`config.mk`:
```
export PLATFORM = sky130hd
export DESIGN_NAME = extra_slot_arbiter
export DESIGN_NICKNAME = d
export VERILOG_FILES = /design/src/rtl/extra_slot_arbiter.sv
export SDC_FILE = /design/constraint.sdc
export NUM_CORES = 1
export LEC_CHECK = 0
export CAP_MARGIN = 25
export CORE_MARGIN = 2
export CORE_UTILIZATION = 39
export CTS_CLUSTER_SIZE = 10
export DETAILED_ROUTE_END_ITERATION = 10
export PLACE_DENSITY = 0.95
export SETUP_SLACK_MARGIN = 0.2
export SLEW_MARGIN = 40
export SYNTH_ARGS = -nofsm -noshare
export SYNTH_HDL_FRONTEND = slang
export SYNTH_SLANG_ARGS = --single-unit
```
`constraint.sdc`:
```
create_clock -name clk -period 3.54 [get_ports clk]
set_input_delay 0.531 -clock clk [delete_from_list [all_inputs] [get_ports clk]]
set_output_delay 0.531 -clock clk [all_outputs]
set_load 0.02 [all_outputs]
```
`src/rtl/extra_slot_arbiter.sv`:
```
// Purpose: arbitrates the extra RAM slot (busCycle==2'b10) among NUM_REQ DMA requesters.
// Latency: grant/address/strobe registered at the decision edge, held for the 4-clk slot window.
// Backpressure: none; requesters hold req and addr_in until ack, an idle slot is returned unused.
//
// Ports:
//   clk, reset          system clock (4x clk8), asynchronous active-high reset
//   clk8_en_p, busCycle interleave timing; decision at busCycle 01, release at busCycle 10
//   req, urgent         level requests and per-requester priority override
//   addr_in             packed 22-bit request addresses, requester i at [22i+21:22i]
//   ack, slot_active    one-hot grant and grant-live flag for the slot window
//   mem_addr, ram_oe_n  granted address plus base offset, RAM read strobe (active low)
//   idle_slot           one-clk pulse when a decision point found no request
// Optional feature macro SLOT_STATS_EN adds stats_clr, grant_cnt and idle_cnt.

module extra_slot_arbiter #(
    parameter int          NUM_REQ = 4,
    parameter logic [21:0] BASE0   = 22'h100000,
    parameter logic [21:0] BASE1   = 22'h200000,
    parameter logic [21:0] BASE2   = 22'h000000,
    parameter logic [21:0] BASE3   = 22'h000000
) (
    input  logic                    clk,
    input  logic                    reset,
    input  logic                    clk8_en_p,
    input  logic [1:0]              busCycle,
    input  logic [NUM_REQ-1:0]      req,
    input  logic [NUM_REQ-1:0]      urgent,
    input  logic [22*NUM_REQ-1:0]   addr_in,
`ifdef SLOT_STATS_EN
    input  logic                    stats_clr,
    output logic [16*NUM_REQ-1:0]   grant_cnt,
    output logic [15:0]             idle_cnt,
`endif
    output logic [NUM_REQ-1:0]      ack,
    output logic                    slot_active,
    output logic [21:0]             mem_addr,
    output logic                    ram_oe_n,
    output logic                    idle_slot
);

    localparam int PTR_W = 2;

    typedef enum logic [0:0] {
        IDLE  = 1'b0,
        GRANT = 1'b1
    } state_t;

    state_t               state_q, state_d;
    logic [NUM_REQ-1:0]   ack_q, ack_d;
    logic                 slot_active_q, slot_active_d;
    logic [21:0]          mem_addr_q, mem_addr_d;
    logic                 ram_oe_n_q, ram_oe_n_d;
    logic                 idle_slot_q, idle_slot_d;
    logic [PTR_W-1:0]     rr_ptr_q, rr_ptr_d;

    logic                 decision;
    logic                 release_pt;
    logic [NUM_REQ-1:0]   urg_req;
    logic                 urg_hit;
    logic [PTR_W-1:0]     urg_idx;
    logic [PTR_W-1:0]     rr_idx;
    logic [PTR_W-1:0]     rr_next;
    logic                 grant_vld;
    logic [PTR_W-1:0]     grant_idx;
    logic [NUM_REQ-1:0]   grant_onehot;
    logic [21:0]          sel_addr;

    function automatic logic [21:0] base_of(input int idx);
        case (idx)
            0:       base_of = BASE0;
            1:       base_of = BASE1;
            2:       base_of = BASE2;
            default: base_of = BASE3;
        endcase
    endfunction

    assign decision   = clk8_en_p && (busCycle == 2'b01);
    assign release_pt = clk8_en_p && (busCycle == 2'b10);
    // An urgent flag without its request bit carries no weight.
    assign urg_req    = req & urgent;
    assign grant_vld  = |req;

    // Request selection: lowest urgent index first, else round-robin from rr_ptr.
    always_comb begin
        int j;
        j       = 0;
        urg_hit = 1'b0;
        urg_idx = '0;
        rr_idx  = '0;
        // Descending scans so the last hit written is the lowest index / nearest to rr_ptr.
        for (int i = NUM_REQ - 1; i >= 0; i--) begin
            if (urg_req[i]) begin
                urg_hit = 1'b1;
                urg_idx = PTR_W'(i);
            end
        end
        for (int k = NUM_REQ - 1; k >= 0; k--) begin
            j = int'(rr_ptr_q) + k;
            if (j >= NUM_REQ) begin
                j = j - NUM_REQ;
            end
            if (req[j]) begin
                rr_idx = PTR_W'(j);
            end
        end
        grant_idx = urg_hit ? urg_idx : rr_idx;
        rr_next   = (rr_idx == PTR_W'(NUM_REQ - 1)) ? '0 : rr_idx + 1'b1;
    end

    // One-hot grant and base-offset address of the selected requester (22-bit wrap).
    always_comb begin
        grant_onehot = '0;
        sel_addr     = '0;
        for (int i = 0; i < NUM_REQ; i++) begin
            if (grant_idx == PTR_W'(i)) begin
                grant_onehot[i] = 1'b1;
                sel_addr        = addr_in[22*i +: 22] + base_of(i);
            end
        end
    end

    // Slot FSM: outputs are captured at the decision edge and cleared at the release edge.
    always_comb begin
        state_d       = state_q;
        ack_d         = ack_q;
        slot_active_d = slot_active_q;
        mem_addr_d    = mem_addr_q;
        ram_oe_n_d    = ram_oe_n_q;
        rr_ptr_d      = rr_ptr_q;
        idle_slot_d   = 1'b0;
        case (state_q)
            IDLE: begin
                if (decision) begin
                    if (grant_vld) begin
                        state_d       = GRANT;
                        ack_d         = grant_onehot;
                        slot_active_d = 1'b1;
                        mem_addr_d    = sel_addr;
                        ram_oe_n_d    = 1'b0;
                        // Urgent grants jump the queue without disturbing rotation.
                        if (!urg_hit) begin
                            rr_ptr_d = rr_next;
                        end
                    end else begin
                        idle_slot_d = 1'b1;
                    end
                end
            end
            GRANT: begin
                // Dropping req mid-slot does not abort; only the release edge ends it.
                if (release_pt) begin
                    state_d       = IDLE;
                    ack_d         = '0;
                    slot_active_d = 1'b0;
                    mem_addr_d    = '0;
                    ram_oe_n_d    = 1'b1;
                end
            end
            default: begin
                state_d = IDLE;
            end
        endcase
    end

    always_ff @(posedge clk or posedge reset) begin
        if (reset) begin
            state_q       <= IDLE;
            ack_q         <= '0;
            slot_active_q <= 1'b0;
            mem_addr_q    <= '0;
            ram_oe_n_q    <= 1'b1;
            idle_slot_q   <= 1'b0;
            rr_ptr_q      <= '0;
        end else begin
            state_q       <= state_d;
            ack_q         <= ack_d;
            slot_active_q <= slot_active_d;
            mem_addr_q    <= mem_addr_d;
            ram_oe_n_q    <= ram_oe_n_d;
            idle_slot_q   <= idle_slot_d;
            rr_ptr_q      <= rr_ptr_d;
        end
    end

    assign ack         = ack_q;
    assign slot_active = slot_active_q;
    assign mem_addr    = mem_addr_q;
    assign ram_oe_n    = ram_oe_n_q;
    assign idle_slot   = idle_slot_q;

`ifdef SLOT_STATS_EN
    logic [15:0] grant_cnt_q [NUM_REQ];
    logic [15:0] grant_cnt_d [NUM_REQ];
    logic [15:0] idle_cnt_q, idle_cnt_d;

    // Saturating per-slot counters; a synchronous clear beats a same-edge increment.
    always_comb begin
        for (int i = 0; i < NUM_REQ; i++) begin
            grant_cnt_d[i] = grant_cnt_q[i];
        end
        idle_cnt_d = idle_cnt_q;
        if (stats_clr) begin
            for (int i = 0; i < NUM_REQ; i++) begin
                grant_cnt_d[i] = '0;
            end
            idle_cnt_d = '0;
        end else if ((state_q == IDLE) && decision) begin
            if (grant_vld) begin
                for (int i = 0; i < NUM_REQ; i++) begin
                    if (grant_onehot[i] && (grant_cnt_q[i] != 16'hFFFF)) begin
                        grant_cnt_d[i] = grant_cnt_q[i] + 16'd1;
                    end
                end
            end else if (idle_cnt_q != 16'hFFFF) begin
                idle_cnt_d = idle_cnt_q + 16'd1;
            end
        end
    end

    always_ff @(posedge clk or posedge reset) begin
        if (reset) begin
            for (int i = 0; i < NUM_REQ; i++) begin
                grant_cnt_q[i] <= '0;
            end
            idle_cnt_q <= '0;
        end else begin
            for (int i = 0; i < NUM_REQ; i++) begin
                grant_cnt_q[i] <= grant_cnt_d[i];
            end
            idle_cnt_q <= idle_cnt_d;
        end
    end

    for (genvar g = 0; g < NUM_REQ; g++) begin : g_cnt_out
        assign grant_cnt[16*g +: 16] = grant_cnt_q[g];
    end
    assign idle_cnt = idle_cnt_q;
`endif

endmodule

```
# ---- Word level (Yosys, flattened, before mapping)
# Index checks and enable logic that the tools add are counted.
dict set report op_classes {
  n_addsub 12
  magnitude_cmp 8
  eq_ne 9
  n_mux 65
  bitwise 3
  reduce_logical 6
}
# operator count
set ops {}
lappend ops {{2-to-1 mux 22 bit} 11}
lappend ops {{less-than comparator 32 x 4 -> 1 bit (second input constant)} 4}
lappend ops {{2-to-1 mux 32 bit} 4}
lappend ops {{adder 22 bit} 4}
lappend ops {{case mux 22 bit (2 select lines)} 1}
lappend ops {{2-to-1 mux 1 bit} 28}
lappend ops {{2-to-1 mux 2 bit} 10}
lappend ops {{2-to-1 mux 4 bit} 3}
lappend ops {{subtractor 3 x 3 -> 4 bit (second input constant)} 3}
lappend ops {{greater-or-equal comparator 3 bit (second input constant)} 3}
lappend ops {{binary-select mux 1 bit (select 2 bit)} 4}
lappend ops {{== test 2 bit (second input constant)} 4}
lappend ops {{case mux 4 bit (2 select lines)} 1}
lappend ops {{adder 2 x 2 -> 3 bit (second input constant)} 2}
lappend ops {{case mux 1 bit (2 select lines)} 3}
lappend ops {{AND 4 bit} 1}
lappend ops {{== test 2 x 1 -> 1 bit (second input constant)} 2}
lappend ops {{!= test 2 bit (second input constant)} 2}
lappend ops {{AND reduction 4 bit} 1}
lappend ops {{OR reduction 4 bit} 1}
lappend ops {{subtractor 2 x 3 -> 4 bit (second input constant)} 1}
lappend ops {{adder 2 x 1 -> 3 bit (second input constant)} 1}
lappend ops {{greater-or-equal comparator 2 x 3 -> 1 bit (second input constant)} 1}
lappend ops {{AND reduction 3 bit} 1}
lappend ops {{other kinds (5)} 7}
dict set report totals {
  ff_bits 32
  input_bits 101
  out_inout_bits 29
  word_cells 110
}

# ---- Depth between registers and ports, before layout
dict set report logic_depth {
  ltp_word 21
  mapped_depth 7
  mapped_depth_nobuf 6
}

# ---- Worst setup path before layout
# OpenSTA, ideal clock, no wires.
dict set report synth_path {
  path_type {in2reg}
  from {in req[3]}
  to {reg mem_addr_q[0] (netlist: mem_addr[0])}
  setup_time_ps 124
  arrival_time_ps 1872
  required_time_ps 3416
  slack_ps 1544
  stages 7
  path_buffers 1
  path_cell_list {nor4_2 > nor2_2 > nand2_1 > nor3_4 > buf_6 > a22o_1 > a211o_1}
}
dict set report synth_via {
  elab_chain_cells 16
  elab_cells_between_ends 40
  cone_classes {eq/ne: 4; mux: 32; bitwise: 1; reduce/logical: 3}
}
# element line
set synth_lines {}
lappend synth_lines {{start, declared} 26} ;# input logic [NUM_REQ-1:0] req,
lappend synth_lines {{binary-select mux 1 bit (select 2 bit)} 102} ;# if (req[j]) begin
lappend synth_lines {{2-to-1 mux 1 bit (implied by the code) (2 in a row)} 102}
lappend synth_lines {{2-to-1 mux 2 bit (4 in a row)} 102}
lappend synth_lines {{2-to-1 mux 2 bit} 106} ;# grant_idx = urg_hit ? urg_idx : rr_idx;
lappend synth_lines {{logical NOT 2 bit} 115} ;# if (grant_idx == PTR_W'(i)) begin
lappend synth_lines {{2-to-1 mux 22 bit (4 in a row)} 115}
lappend synth_lines {{2-to-1 mux 22 bit} 134} ;# if (grant_vld) begin
lappend synth_lines {{2-to-1 mux 22 bit} 133} ;# if (decision) begin
lappend synth_lines {{case mux 22 bit (2 select lines)} 131} ;# case (state_q)
lappend synth_lines {{end signal, assigned} 178} ;# mem_addr_q <= mem_addr_d;
lappend synth_lines {{end, declared} 51} ;# logic [21:0] mem_addr_q, mem_addr_d;
# Parallel ways exist; a longest one is shown, timed or not. The select of a mux whose other input is x is not followed.
# A chain may end at the register's enable or synchronous reset.

# ---- Worst setup path after layout
dict set report layout_path {
  from {in req[2]}
  to {reg mem_addr_q[9] (netlist: mem_addr[9])}
}
# The elaborated chain is that of the path after synthesis.

==> flow_summary.toml <==
[synthesis]
synth_xor_area_share_pct = 0.868
synth.most_common_cell = "dfrtp_1"
synth-compound-area-share_pct = 35.9
ys_seq_elements = 32
ys_warn_count = 0
synth_cells = 221
synth_top_family_by_area = "compound AO/OA/AOI/OAI gates"
synth_adder_area_share_pct = 0
ys_seq_area_share_pct = 39.8
synthMuxAreaShare_pct = 1.61
synth_simple_gate_area_share_pct = 17.5
syn_area_um2 = 2020
synth_area_leaders = "dfrtp_1 (38%), a211o_1 (7.8%), a22o_1 (6.9%), a21oi_1 (5.7%), nand3_1 (4.7%)"
synth_area_per_cell_um2 = 9.13
synth_top_area_cell = "dfrtp_1"
netlist.area_leader.share_pct = 38.5
ys.flop_type = "dfrtp_1"
synth.top_cells.by_count = "dfrtp_1 (31), a21oi_1 (23), nand3_1 (19), a211o_1 (18), nand2_1 (18)"
synth-edff-count = 0
ys_types = 46
async_flop_share_pct = 100
syn_nets = 322

[timing]
slew_headroom_pct = 62.7
hold_viol_final = 0
finClkSkew_ns = 0.00599
finalMaxSlewViolations = 0
setup_viol = 0
period_minus_slack_ns = 2.63
fmaxAchievable_ghz = 0.380
rsz0062_at_grt = "false"
fin_crit_sh_pct = 74.4
timing.setup.tns_ns = 0
worst_pin_slew_ns = 0.555

[finish]
nFillCells = 387
num_antenna_cells = 0
final_core_util_pct = 69.4
area.growth.synth_to_final_pct = 73.5
seq_area_um2 = 802
drive_gt1_share_pct = 8.83
multi_input_area_um2 = 1130
fin_nets = 451

[global_routing]
grt_pass1_wl_um = 11900
grt_remaining_overflow = 0
grt_start_max_net_pins = 33
antenna_found_initial = 0
track_usage_pct = 25.5
grt_pass1_vias = 2484

[die]
dieArea_um2 = 5760
num_rows = 26
fp.dieW_um = 75.9
die_h_um = 75.9
fp.coreArea_um2 = 5040
start_util_pct = 40.0
io_pins = 130

[clock_tree]
tritoncts = "built"
clk_pin_slew_worst_paths_ns = 0.07
clockBufferDepth = 2
post_cts_buffers = 0
root_buffer = "clkbuf_8"
ctsResizeCount = 0
clock_latency_ns = 0.28
htree_levels = 2
numCtsBuffers = 5
holdBufCountCts = 0
cts.sinks = 32

[critical_path]
cpPeakStageDelay_ns = 0.53
crit_arrival_ns = 2.86
critPathTopFamily = "compound AO/OA/AOI/OAI gates"
path_max_fanout = 14
path_buf_inv = 2
cp-end-kind = "flop"
crit_chain = "clkdlybuf4s50_1 -> and2b_1 -> a311oi_2 -> o21a_2 -> o211a_1 -> buf_4 -> a211o_1"
slowest_stage = "clkdlybuf4s50_1"
crit_required_ns = 3.76
worstSetupPathType = "input port to flop"
cp-start-kind = "input port"

[pwr]
power.density_nw_per_um2 = 415
power.total_uw = 1450
pwr-share-comb_pct = 45.2
net-switching-power_uw = 507
p_clk_share_pct = 20.4
ir_worst_vdd_uv = 243
p_leak_uw = 0.00155
internal_power_uw = 947
netSwitchingFraction_pct = 34.9
seqPwrFrac_pct = 34.3

[routing]
viasPerCell = 5.64
vias = 2376
first_pass_iters = 4
drt_iter0_markers = 152
wl_per_cell_um = 17.9
antenna_left = 0
wl_um = 7530
drc = 0

[placement]
dp_hpwl_um = 5600
port_buffers = 129
gp_congestion = 0.868

[min_path]
hold_path_class = "flop to flop"

[run]
drv_cap = 0

[outcome]
status = "complete, no violations"
-- cells in the final DEF (no fill, tap or decap), types with 3 or more instances in the layout --
cell type,count
o221ai_1,4
nand3_1,19
o21ai_0,17
a21oi_1,22
nand2_1,18
a211oi_1,4
and3_1,4
nor2_1,5
a22o_1,16
clkbuf_8,6
a21o_1,3
inv_1,3
dfrtp_1,31
clkdlybuf4s50_1,129
a211o_1,18
buf_4,8
-- power by group through the flow --
| stage | combinational, uW | sequential [uW] | clock, uW |
|---|---|---|---|
| after detailed placement | 654 | 504 | 0 |
| after floorplan | 244 | 584 | 0 |
| after CTS | 658 | 499 | 304 |
| final | 657 | 499 | 297 |
| after global placement | 636 | 503 | 0 |
| after global routing | 699 | 510 | 320 |
-- metrics by stage --
| step | hold WS [ns] | setup slack [ns] | cell area (um^2) | std cells |
|---|---|---|---|---|
| 2_1_floorplan | 0.492 | 1.54 | 2020 | 221 |
| 3_3_place_gp | 0.451 | 0.745 | 3410 | 413 |
| 3_5_place_dp | 0.460 | 0.663 | 3410 | 413 |
| 4_1_cts | 0.473 | 0.958 | 3500 | 421 |
| 5_1_grt | 0.490 | 0.773 | 3500 | 421 |
| 6_report | 0.464 | 0.906 | 3500 | 421 |
-- registers in the layout, indices dropped and copies added, names as in the netlist --
register and cells:
ram_oe_n 1, rr_ptr_q 2, state_q 1, mem_addr 22
ack 4, idle_slot 1, slot_active 1
-- routing by layer --
layer	up-vias	part of all wire, %	track usage (%)
met5	-	0	0
met4	0	2.4	10.9
li1	1109	-	-
met1	1122	38	29.3
met2	131	51	44.9
met3	14	8.4	6.79
-- area by class of cell --
cell class / instances / area share [%]
Clock buffer: 6 / 2.36
Clock inverter: 2 / 0.286
Inverter: 3 / 0.322
Multi-Input combinational cell: 170 / 32.4
Sequential cell: 32 / 22.9
Tap cell: 70 / 2.50
Timing Repair Buffer: 138 / 39.2
-- worst min-delay path, stage by stage, from the launching register on --
cell	delay, ns
dfstp_2	0.37
nand2_1	0.05
nand2_1	0.05
-- worst paths after layout --
| check | start | endpoint | slack, ns | cells after the start |
|---|---|---|---|---|
| max reg2reg | rr_ptr_q[0]$_DFFE_PP0P_ | mem_addr[9]$_DFFE_PP0P_ | 1.35 | 6 |
| max | req[2] | mem_addr[9]$_DFFE_PP0P_ | 0.91 | 7 |
| min | ram_oe_n$_DFFE_PP1P_ | ram_oe_n$_DFFE_PP1P_ | 0.46 | 2 |
| min in group asynchronous | reset | ack[2]$_DFFE_PP0P_ | 0.64 | 3 |
| max in group asynchronous | reset | ram_oe_n$_DFFE_PP1P_ | 2.57 | 3 |
| min reg2reg | ram_oe_n$_DFFE_PP1P_ | ram_oe_n$_DFFE_PP1P_ | 0.46 | 2 |
-- cell families (layout without fill, tap and decap cells) --
| family | after synthesis | in the layout |
|---|---|---|
| xor+xnor | 2 | 2 |
| mux | 3 | 3 |
| compound gates | 101 | 101 |
| simple gates | 64 | 64 |
| flops | 32 | 32 |
| buf+inv | 19 | 149 |
No activity file was read; power rests on OpenSTA's default activity.
